<file path="config.mk">
export PLATFORM = sky130hd
export DESIGN_NAME = icache_assoc
export DESIGN_NICKNAME = d
export VERILOG_FILES = /design/src/rtl/icache_pkg.sv /design/src/rtl/icache_assoc_lru_ages.sv /design/src/rtl/icache_assoc.sv
export SDC_FILE = /design/constraint.sdc
export NUM_CORES = 2
export LEC_CHECK = 0
export ABC_AREA = 1
export BUFFER_PORTS_ARGS = -buffer_cell sky130_fd_sc_hd__buf_2
export CORE_MARGIN = 2
export CORE_UTILIZATION = 40
export DETAILED_ROUTE_END_ITERATION = 7
export MAX_ROUTING_LAYER = met4
export PLACE_DENSITY = 0.56
export SETUP_SLACK_MARGIN = 0.3
export SLEW_MARGIN = 20
export SYNTH_ARGS = -nofsm -noshare
export SYNTH_HDL_FRONTEND = slang
export SYNTH_HIERARCHICAL = 1
export SYNTH_SLANG_ARGS = --single-unit
</file>
<file path="constraint.sdc">
create_clock -name CLK -period 2.95 [get_ports CLK]
set_input_delay 0 -clock CLK [delete_from_list [all_inputs] [get_ports CLK]]
set_output_delay 0 -clock CLK [all_outputs]
set_load 0.02 [all_outputs]
</file>
<file path="src/rtl/icache_pkg.sv">
// rtl/icache_pkg.sv - shared types and address-field width helpers for icache_assoc
package icache_pkg;

  typedef enum logic {
    IDLE  = 1'b0,
    FETCH = 1'b1
  } icache_state_t;

  // Ceiling log2; returns 0 for n <= 1.
  function automatic int unsigned log2c(input int unsigned n);
    int unsigned r;
    r = 0;
    for (int unsigned i = 0; i < 31; i++) begin
      if ((32'd1 << i) < n) r = i + 1;
    end
    return r;
  endfunction

  // Vector width for a field that may be zero bits wide.
  function automatic int unsigned nz(input int unsigned w);
    return (w == 0) ? 1 : w;
  endfunction

  function automatic int unsigned offset_w(input int unsigned block_words);
    return log2c(block_words);
  endfunction

  function automatic int unsigned index_w(input int unsigned sets);
    return log2c(sets);
  endfunction

  function automatic int unsigned tag_w(input int unsigned sets, input int unsigned block_words);
    return 30 - offset_w(block_words) - index_w(sets);
  endfunction

endpackage

</file>
<file path="src/rtl/icache_assoc_lru_ages.sv">
// rtl/icache_assoc_lru_ages.sv - per-set true-LRU age tracking with touch and victim lookup
module lru_ages
  import icache_pkg::*;
#(
  parameter int unsigned SETS = 8,
  parameter int unsigned WAYS = 2
) (
  input  logic                               CLK,
  input  logic                               nRST,
  input  logic                               touch_i,
  input  logic [nz(index_w(SETS))-1:0]       touch_set_i,
  input  logic [nz(log2c(WAYS))-1:0]         touch_way_i,
  input  logic [nz(index_w(SETS))-1:0]       victim_set_i,
  output logic [nz(log2c(WAYS))-1:0]         victim_way_o
);

  localparam int unsigned WW = nz(log2c(WAYS));

  if (WAYS == 1) begin : g_direct
    logic unused_lru;
    assign unused_lru   = ^{CLK, nRST, touch_i, touch_set_i, touch_way_i, victim_set_i};
    assign victim_way_o = '0;
  end else begin : g_lru
    logic [WW-1:0] age_q [SETS][WAYS];

    // Touched way becomes age 0; ways younger than it grow one older.
    always_ff @(posedge CLK or negedge nRST) begin
      if (!nRST) begin
        for (int s = 0; s < int'(SETS); s++) begin
          for (int w = 0; w < int'(WAYS); w++) begin
            age_q[s][w] <= WW'(w);
          end
        end
      end else if (touch_i) begin
        for (int w = 0; w < int'(WAYS); w++) begin
          if (WW'(w) == touch_way_i) begin
            age_q[touch_set_i][w] <= '0;
          end else if (age_q[touch_set_i][w] < age_q[touch_set_i][touch_way_i]) begin
            age_q[touch_set_i][w] <= age_q[touch_set_i][w] + 1'b1;
          end
        end
      end
    end

    // The oldest way in the set (age WAYS-1) is the replacement candidate.
    always_comb begin
      victim_way_o = '0;
      for (int w = 0; w < int'(WAYS); w++) begin
        if (age_q[victim_set_i][w] == WW'(WAYS - 1)) victim_way_o = WW'(w);
      end
    end
  end

endmodule

</file>
<file path="src/rtl/icache_assoc.sv">
// rtl/icache_assoc.sv - parametrised set-associative instruction cache with block fill FSM
module icache_assoc
  import icache_pkg::*;
#(
  parameter int unsigned SETS        = 8,
  parameter int unsigned WAYS        = 2,
  parameter int unsigned BLOCK_WORDS = 2,
  parameter int unsigned CPUID       = 0
) (
  input  logic        CLK,
  input  logic        nRST,
  input  logic        imemREN,
  input  logic [31:0] imemaddr,
  input  logic        iflush,
  output logic        ihit,
  output logic [31:0] imemload,
  output logic        iREN,
  output logic [31:0] iaddr,
  input  logic        iwait,
  input  logic [31:0] iload
);

  localparam int unsigned BO      = offset_w(BLOCK_WORDS);
  localparam int unsigned IX      = index_w(SETS);
  localparam int unsigned TAG_W   = tag_w(SETS, BLOCK_WORDS);
  localparam int unsigned OW      = nz(BO);
  localparam int unsigned WW      = nz(log2c(WAYS));
  localparam int unsigned IDX_LSB = 2 + BO;
  localparam int unsigned TAG_LSB = 2 + BO + IX;

  typedef struct packed {
    logic                         valid;
    logic [TAG_W-1:0]             tag;
    logic [BLOCK_WORDS-1:0][31:0] data;
  } line_t;

  // CPUID only selects this cache's slot in the controller arrays at the parent level.
  logic [31:0] unused_cpuid;
  assign unused_cpuid = 32'(CPUID);

  line_t         lines_q [SETS][WAYS];
  icache_state_t state_q, state_d;
  logic [OW-1:0] cnt_q, cnt_d;
  logic [31:0]   base_q, base_d;
  logic [IX-1:0] idx_q, idx_d;
  logic [TAG_W-1:0] tag_q, tag_d;
  logic [WW-1:0] vic_q, vic_d;

  logic [OW-1:0]    req_off;
  logic [IX-1:0]    req_idx;
  logic [TAG_W-1:0] req_tag;
  logic             hit_any, has_inv;
  logic [WW-1:0]    hit_way, inv_way, lru_vic, miss_vic;
  logic             flush_all, miss_start, word_we, fill_done;
  logic             touch;
  logic [IX-1:0]    touch_set;
  logic [WW-1:0]    touch_way;

  assign req_off = OW'((imemaddr >> 2) & 32'(BLOCK_WORDS - 1));
  assign req_idx = IX'(imemaddr >> IDX_LSB);
  assign req_tag = TAG_W'(imemaddr >> TAG_LSB);

  // Tag compare across the ways of the addressed set, plus lowest invalid way for refill.
  always_comb begin
    hit_any = 1'b0;
    hit_way = '0;
    has_inv = 1'b0;
    inv_way = '0;
    for (int w = 0; w < int'(WAYS); w++) begin
      if (lines_q[req_idx][w].valid && (lines_q[req_idx][w].tag == req_tag)) begin
        hit_any = 1'b1;
        hit_way = WW'(w);
      end
    end
    for (int w = int'(WAYS) - 1; w >= 0; w--) begin
      if (!lines_q[req_idx][w].valid) begin
        has_inv = 1'b1;
        inv_way = WW'(w);
      end
    end
  end

  assign miss_vic  = has_inv ? inv_way : lru_vic;
  assign touch     = ihit || fill_done;
  assign touch_set = fill_done ? idx_q : req_idx;
  assign touch_way = fill_done ? vic_q : hit_way;

  lru_ages #(
    .SETS (SETS),
    .WAYS (WAYS)
  ) u_lru (
    .CLK          (CLK),
    .nRST         (nRST),
    .touch_i      (touch),
    .touch_set_i  (touch_set),
    .touch_way_i  (touch_way),
    .victim_set_i (req_idx),
    .victim_way_o (lru_vic)
  );

  // Next-state and outputs: hits served from IDLE, FETCH walks the block one word per accept.
  always_comb begin
    state_d    = state_q;
    cnt_d      = cnt_q;
    base_d     = base_q;
    idx_d      = idx_q;
    tag_d      = tag_q;
    vic_d      = vic_q;
    flush_all  = 1'b0;
    miss_start = 1'b0;
    word_we    = 1'b0;
    fill_done  = 1'b0;
    ihit       = 1'b0;
    imemload   = '0;
    iREN       = 1'b0;
    iaddr      = '0;
    case (state_q)
      IDLE: begin
        if (iflush) begin
          flush_all = 1'b1;
        end else if (imemREN) begin
          if (hit_any) begin
            ihit     = 1'b1;
            imemload = lines_q[req_idx][hit_way].data[req_off];
          end else begin
            miss_start = 1'b1;
            state_d    = FETCH;
            base_d     = imemaddr & ~(32'(BLOCK_WORDS) * 32'd4 - 32'd1);
            idx_d      = req_idx;
            tag_d      = req_tag;
            vic_d      = miss_vic;
            cnt_d      = '0;
          end
        end
      end
      FETCH: begin
        iREN  = 1'b1;
        iaddr = base_q + (32'(cnt_q) << 2);
        if (iflush) begin
          flush_all = 1'b1;
          cnt_d     = '0;
          state_d   = IDLE;
        end else if (!iwait) begin
          word_we = 1'b1;
          if (cnt_q == OW'(BLOCK_WORDS - 1)) begin
            fill_done = 1'b1;
            cnt_d     = '0;
            state_d   = IDLE;
          end else begin
            cnt_d = cnt_q + 1'b1;
          end
        end
      end
      default: state_d = IDLE;
    endcase
  end

  // Controller state and captured miss context.
  always_ff @(posedge CLK or negedge nRST) begin
    if (!nRST) begin
      state_q <= IDLE;
      cnt_q   <= '0;
      base_q  <= '0;
      idx_q   <= '0;
      tag_q   <= '0;
      vic_q   <= '0;
    end else begin
      state_q <= state_d;
      cnt_q   <= cnt_d;
      base_q  <= base_d;
      idx_q   <= idx_d;
      tag_q   <= tag_d;
      vic_q   <= vic_d;
    end
  end

  // Line storage: victim invalidated at miss, words streamed in, tag/valid committed on last word.
  always_ff @(posedge CLK or negedge nRST) begin
    if (!nRST) begin
      for (int s = 0; s < int'(SETS); s++) begin
        for (int w = 0; w < int'(WAYS); w++) begin
          lines_q[s][w] <= '0;
        end
      end
    end else if (flush_all) begin
      for (int s = 0; s < int'(SETS); s++) begin
        for (int w = 0; w < int'(WAYS); w++) begin
          lines_q[s][w].valid <= 1'b0;
        end
      end
    end else begin
      if (miss_start) lines_q[req_idx][miss_vic].valid <= 1'b0;
      if (word_we) lines_q[idx_q][vic_q].data[cnt_q] <= iload;
      if (fill_done) begin
        lines_q[idx_q][vic_q].tag   <= tag_q;
        lines_q[idx_q][vic_q].valid <= 1'b1;
      end
    end
  end

endmodule

</file>
# ---- After elaboration in Yosys (flattened, before gate mapping)
# Index checks and enable logic that the tools add are counted.
dict set report totals {
  register_bits 1533
  latch_bits 0
  ramBits 0
  mem_bits_ro 0
  input_bits 69
  out_inout_bits 66
  elab_cells 252
  memories 0
}
dict set report classes {
  add_sub_neg 4
  n_mul 0
  div_mod_pow 0
  magnitude_cmp 17
  eq_ne 6
  n_shift 0
  n_mux 114
  bitwise_logic 14
  n_reduce_logical 11
}
# op n
set op_table {}
lappend op_table {{$mux W1456} 5}
lappend op_table {{$bwmux W1456} 4}
lappend op_table {{$demux W182 S3} 4}
lappend op_table {{$mux W182} 6}
lappend op_table {{$bmux W182 S3} 1}
lappend op_table {{$demux W91 S1} 4}
lappend op_table {{$mux W32} 8}
lappend op_table {{$mux W64} 4}
lappend op_table {{$mux W91} 2}
lappend op_table {{$mux W90} 1}
lappend op_table {{$mux W16} 5}
lappend op_table {{$mux W1} 57}
lappend op_table {{$eq A26 B26 Y1} 2}
lappend op_table {{$add A32 B3 Y32} 1}
lappend op_table {{$and A16 B16 Y16} 2}
lappend op_table {{$bwmux W16} 2}
lappend op_table {{$demux W32 S1} 1}
lappend op_table {{$not A16 Y16} 2}
lappend op_table {{$bmux W2 S3} 2}
lappend op_table {{$demux W2 S3} 2}
lappend op_table {{$ge A4 B4 Y1 const B} 3}
lappend op_table {{$lt A4 B1 Y1 const B} 3}
lappend op_table {{$not A3 Y4} 3}
lappend op_table {{$ge A2 B2 Y1 const B} 4}
lappend op_table {{other kinds (15)} 38}

# ---- Depth between registers and ports, before layout
dict set report logic_depth {
  word_depth 24
  ltp_mapped 25
}

# ---- Hierarchy
# Netlist, hierarchy kept.
# module n_inst cells_each area_each_um2
set modules_own_cells {}
lappend modules_own_cells {icache_assoc 1 7753 65576.6}
lappend modules_own_cells {lru_ages 1 299 1726.7}

# ---- Worst setup path after synthesis
# OpenSTA, ideal clock, no wires.
dict set report synth_path {
  path_type {reg2reg}
  startpoint {register lines_q[1357] (netlist name)}
  endpoint {register u_lru/g_lru.age_q[7] (netlist name)}
  setup_ns 0.065
  t_arrival_ns 2.615
  t_required_ns 2.885
  path_slack_ns 0.270
  stages_incl_launch_ff 20
  period_less_slack_ns 2.680
  cell_sequence {dfrtp_1 or2_2 nand3_1 nand2_1 nor2_1 nor2_1 nor2_1 nand2_1 nor2_1 nand2_1 nor2_1 nand2_2 clkbuf_1 o21ai_0 buf_2 clkbuf_1 nand4_1 nand2_1 nand2_1 nand2_1}
}
dict set report synth_via {
  elab_chain_len 18
  elab_cells_between_ends 26
  cone_classes {2 x order compare; 1 x eq/ne; 19 x mux; 2 x bitwise; 2 x reduce/logical}
}
# element line_no
set synth_rtl {}
lappend synth_rtl {{from (decl)} icache_assoc.sv:41} ;# line_t lines_q [SETS][WAYS];
lappend synth_rtl {{$bmux W182 S3 *} icache_assoc.sv:70} ;# if (lines_q[req_idx][w].valid && (lines_q[req_idx][w].tag == req_tag)) begin
lappend synth_rtl {{$mux W182 * (2 in series)} --}
lappend synth_rtl {{$eq A26 B26 Y1 *} icache_assoc.sv:70}
lappend synth_rtl {{$logic_and A1 B1 Y1 *} icache_assoc.sv:70}
lappend synth_rtl {{$mux W1 *} icache_assoc.sv:70}
lappend synth_rtl {{$mux W1 *} icache_assoc.sv:86} ;# assign touch_way = fill_done ? vic_q : hit_way;
lappend synth_rtl {{named net touch_way} icache_assoc.sv:57} ;# logic [WW-1:0] touch_way;
lappend synth_rtl {{$not A1 Y2 (not written as such)} icache_assoc_lru_ages.sv:38} ;# end else if (age_q[touch_set_i][w] < age_q[touch_set_i][touch_way_i]) begin
lappend synth_rtl {{$mux W1 (not written as such) (3 in series)} icache_assoc_lru_ages.sv:38}
lappend synth_rtl {{$lt A1 B1 Y1} icache_assoc_lru_ages.sv:38}
lappend synth_rtl {{$mux W16} icache_assoc_lru_ages.sv:38}
lappend synth_rtl {{$mux W16} icache_assoc_lru_ages.sv:36} ;# if (WW'(w) == touch_way_i) begin
lappend synth_rtl {{$mux W16} icache_assoc_lru_ages.sv:34} ;# end else if (touch_i) begin
lappend synth_rtl {{$bwmux W16} icache_assoc_lru_ages.sv:39} ;# age_q[touch_set_i][w] <= age_q[touch_set_i][w] + 1'b1;
lappend synth_rtl {{$mux W16} icache_assoc_lru_ages.sv:38}
lappend synth_rtl {{$mux W16 *} icache_assoc_lru_ages.sv:36}
lappend synth_rtl {{to (signal, indexed assignment)} icache_assoc_lru_ages.sv:31} ;# age_q[s][w] <= WW'(w);
lappend synth_rtl {{to (signal, indexed assignment)} icache_assoc_lru_ages.sv:39}
lappend synth_rtl {{to (decl)} icache_assoc_lru_ages.sv:24} ;# logic [WW-1:0] age_q [SETS][WAYS];
# The timed path passes the listed nets; every way through them passes the cells marked *. The select of a mux whose other input is x is not followed.
# A chain may end at the register's enable or synchronous reset.

# ---- Worst setup path after layout
dict set report layout_path {
  startpoint {register lines_q[629] (netlist name)}
  endpoint {output imemload[27]}
}
dict set report layout_via {
  elab_chain_len 16
  elab_cells_between_ends 17
  cone_classes {1 x eq/ne; 14 x mux; 1 x bitwise; 1 x reduce/logical}
}
# element line_no
set layout_rtl {}
lappend layout_rtl {{$bmux W182 S3 *} icache_assoc.sv:70}
lappend layout_rtl {{$mux W182 * (2 in series)} --}
lappend layout_rtl {{$eq A26 B26 Y1 *} icache_assoc.sv:70}
lappend layout_rtl {{$logic_and A1 B1 Y1 *} icache_assoc.sv:70}
lappend layout_rtl {{$mux W1} icache_assoc.sv:70}
lappend layout_rtl {{$not A1 Y2 (not written as such)} icache_assoc.sv:124} ;# imemload = lines_q[req_idx][hit_way].data[req_off];
lappend layout_rtl {{$mux W64 (not written as such) (3 in series)} icache_assoc.sv:124}
lappend layout_rtl {{$mux W32 (not written as such) (2 in series)} icache_assoc.sv:124}
lappend layout_rtl {{$mux W32 *} icache_assoc.sv:122} ;# if (hit_any) begin
lappend layout_rtl {{$mux W32 *} icache_assoc.sv:121} ;# end else if (imemREN) begin
lappend layout_rtl {{$mux W32 *} icache_assoc.sv:119} ;# if (iflush) begin
lappend layout_rtl {{$mux W32 *} icache_assoc.sv:117} ;# case (state_q)
lappend layout_rtl {{to (decl)} icache_assoc.sv:16} ;# output logic [31:0] imemload,
# Mark *: on every way between the ends. The rest lies on a longest branch, timed or not. The select of a mux whose other input is x is not followed.

==> metrics.yaml <==
status: "finished, violations left"
violations: "setup timing"
drtIter0Drc: 6420
cts_made_buffers: 166
yosysWarnings: 6
seq_area_frac_synth_pct: 55.94
drv_slew: 0
required_ns: 2.95
crit_path_end_kind: "output pin"
hold_viol: 0
r2r_end: "u_lru/g_lru.age_q[5]$_DFFE_PN0P_"
rrSetupSlack_ns: -0.06
syn_area_per_cell_um2: 8.359
tightest_slew_ns: 1.149
chipHeight_um: 414.2
remaining_drc_errors: 0
seqPwrFrac_pct: 46.1
synth-adder-area-share_pct: 0
synth_area_leaders: "dfrtp_1, nand2_1, o21ai_0"
rsz0062_at_grt: "yes"
final-setup-viol-count: 49
grt_pass1_wl_um: 359500
cts_max_path_buffers: 3
postRouteAntennaNets: 0
vias: 57959
finClkSkew_ns: 0.03932
yosys.area.top_type_share_pct: 55.62
hold_depth: 5
antenna_found_initial: 5
fmax_mhz: 280.1
synthCells: 8052
row_count: 150
final.setup.worst_slack_ns: -0.6200
numPortBuffers: 130
first_pass_iters: 8
start_kind: "flop"
wl_um: 237100
synthMuxAreaShare_pct: 0.01673
cts_max_level: 4
final_area_mm2: 0.08126
layout_commonest_cell: "nand2_1"
crit_chain: "or2_4 -> nand3_2 -> nand2_2 -> nor2_4 -> buf_6 -> o21ai_2 -> nor3_2 -> buf_4 -> nand3_4 -> nor2_4 -> buf_12 -> buf_8 -> buf_12 -> buf_16 -> nand3_2 -> nand3_4 -> nand2_2 -> nor2_1 -> buf_4"
synth_compound_area_share_pct: 16.92
clock_latency_ns: 0.83
cts_tree: "done"
synth_xor_xnor_area_share_pct: 0.02603
ys_ff_latch: 1504
viasPerCell: 5.505
fin_crit_sh_pct: 121.0
dpl.hpwl_um: 138700
root_buffer: "clkbuf_16"
cap_violations: 0
path_class: "reg2out"
switching_share_pct: 28.80
relSlewSlack_pct: 23.31
worstRegToRegCells: 23
gr-total-overflow: 0
cts.sinks: 1504
intPower_uw: 38770
initial_core_util_pct: 40.25
synth_edf_count: 0
wl_per_cell_um: 22.52
worst_hold_path.endpoint: "idx_q[0]$_DFFE_PN0P_"
p_per_area_mw_per_mm2: 670.1
p_switching_uw: 15680
holdCritPathClass: "in2reg"
yosysUniqueCellTypes: 50
pwr-share-comb_pct: 14.8
die_x_um: 414.2
grt_util_all_layers_pct: 28.16
synthFlopType: "dfrtp_1"
drive_gt1_share_pct: 15.36
placed_area_mm2: 0.07246
routabilityCongestion: 0.8741
yosysTopAreaCell: "dfrtp_1"
irDropWorstVdd_mv: 0.5376
synthSimpleGateAreaFrac_pct: 20.18
syn_area_mm2: 0.06730
final_nets: 8257
dieArea_mm2: 0.1716
finalCriticalPeriod_ns: 3.570
whs_ns: 0.05964
crit_fanout: 6
r2r-start: "lines_q[628]$_DFFE_PN0P_"
io_pins: 135
grt_max_degree: 167
critPathMaxStageDelay_ns: 0.38
hp-start: "imemaddr[3]"
cts.clk_slew.worst_paths_ns: 0.06
crit_path_top_delay_cell: "dfrtp_1"
crit_arrival_ns: 3.57
ys_async_sr_fraction_pct: 100.0
grt_pass1_vias: 56063
area_delta_synth_final_pct: 20.74
mostFrequentLayoutCells: "nand2_1, o21ai_0, dfrtp_1"
p_leak_uw: 0.03857
synth_top_family_by_area: "simple AND/OR/NAND/NOR gates"
clockPowerShare_pct: 39.1
core_mm2: 0.1672
critical path, delay by kind of cell (launching register included):
kind,cells,cell delay [ns]
AOI/OAI and AO/OA,1,0.05
buffers and inverters,7,1.00
DFF,1,0.38
and+or+nand+nor,11,1.30
flip-flops by register name (all words and copies together), names as in the netlist:
register and cells:
tag_q 26, lines_q 1456, idx_q 2, state_q 1, u_lru/g_lru.age_q 16, cnt_q 1, base_q 1, vic_q 1
worst max path at each step:
stage / cells after the start / startpoint / to
after floorplan: 20 / lines_q[1357]$_DFFE_PN0P_ / u_lru/g_lru.age_q[15]$_DFFE_PN0P_
after global placement: 22 / imemaddr[5] / u_lru/g_lru.age_q[13]$_DFFE_PN0P_
after detailed placement: 22 / imemaddr[5] / u_lru/g_lru.age_q[13]$_DFFE_PN0P_
after CTS: 21 / lines_q[75]$_DFFE_PN0P_ / imemload[24]
after global routing: 19 / lines_q[629]$_DFFE_PN0P_ / imemload[27]
final: 19 / lines_q[629]$_DFFE_PN0P_ / imemload[27]
metal layers:
metal	wire, um	up-vias	share of wire, %	global-route usage (%)
met5	0	-	0	-
met4	9860	0	4.2	11.65
met3	15420	441	6.5	4.087
met2	108600	2081	46	43.15
met1	103200	28561	44	37.56
li1	-	26876	-	-
metrics by stage:
stage	instances	worst slack, ns	TNS, ns	util (%)	power, uW
finish	10529	-0.6200	-18.92	48.59	54450
global route	10528	-0.7245	-25.64	48.59	56990
CTS	10506	-0.5898	-17.83	47.96	54450
detailed placement	10107	-0.2795	-6.680	43.33	32870
global placement	10107	-0.2885	-7.824	43.33	32640
floorplan	8053	0.3360	0	-	29660
repair_timing:
item	4_1_cts	5_1_grt
pin swaps	70	96
endpoints found under the hold margin	2157	0
gates cloned	15	5
hold buffers	60	0
setup buffers	23	14
gates resized for setup	265	230
endpoints found under the setup margin	118	93
power by group through the flow:
stage               registers [uW]  clock network [uW]  logic [uW]
finish                       25100               21300        8090
floorplan                    24900                   0        4800
global placement             25300                   0        7380
CTS                          25000               21600        7850
global route                 25400               22400        9150
detailed placement           25400                   0        7520
Yosys cell counts, types with 13 or more instances:
cell type	instances
a21oi_1	18
buf_1	29
buf_2	140
buf_4	26
clkbuf_1	447
dfrtp_1	1496
inv_1	468
inv_2	13
nand2_1	2344
nand3_1	244
nand3b_1	27
nand4_1	38
nor2_1	402
nor3_1	84
nor4_1	36
o211ai_1	26
o21ai_0	1528
o21ai_1	74
o221ai_1	98
o22ai_1	320
or2_2	77
or4_1	28
cell families (layout without fill, tap and decap cells):
family / count (synthesis) / in the layout
flops: 1504 / 1504
mux: 1 / 1
xor+xnor: 2 / 2
other cells: 1 / 6
compound gates: 2088 / 2088
buf+inv: 1140 / 1408
simple gates: 3316 / 3316
cell type report:
cell class | count | area (um^2)
tap | 2204 | 2758
antenna | 4 | 10.01
timing repair buffer | 622 | 6761
sequential | 1504 | 37650
clock inverter | 64 | 694.4
clock buffer | 237 | 4835
fill | 15864 | 85960
inverter | 485 | 1882
multi-input combinational | 5409 | 26670
No activity file was read; power rests on OpenSTA's default activity.
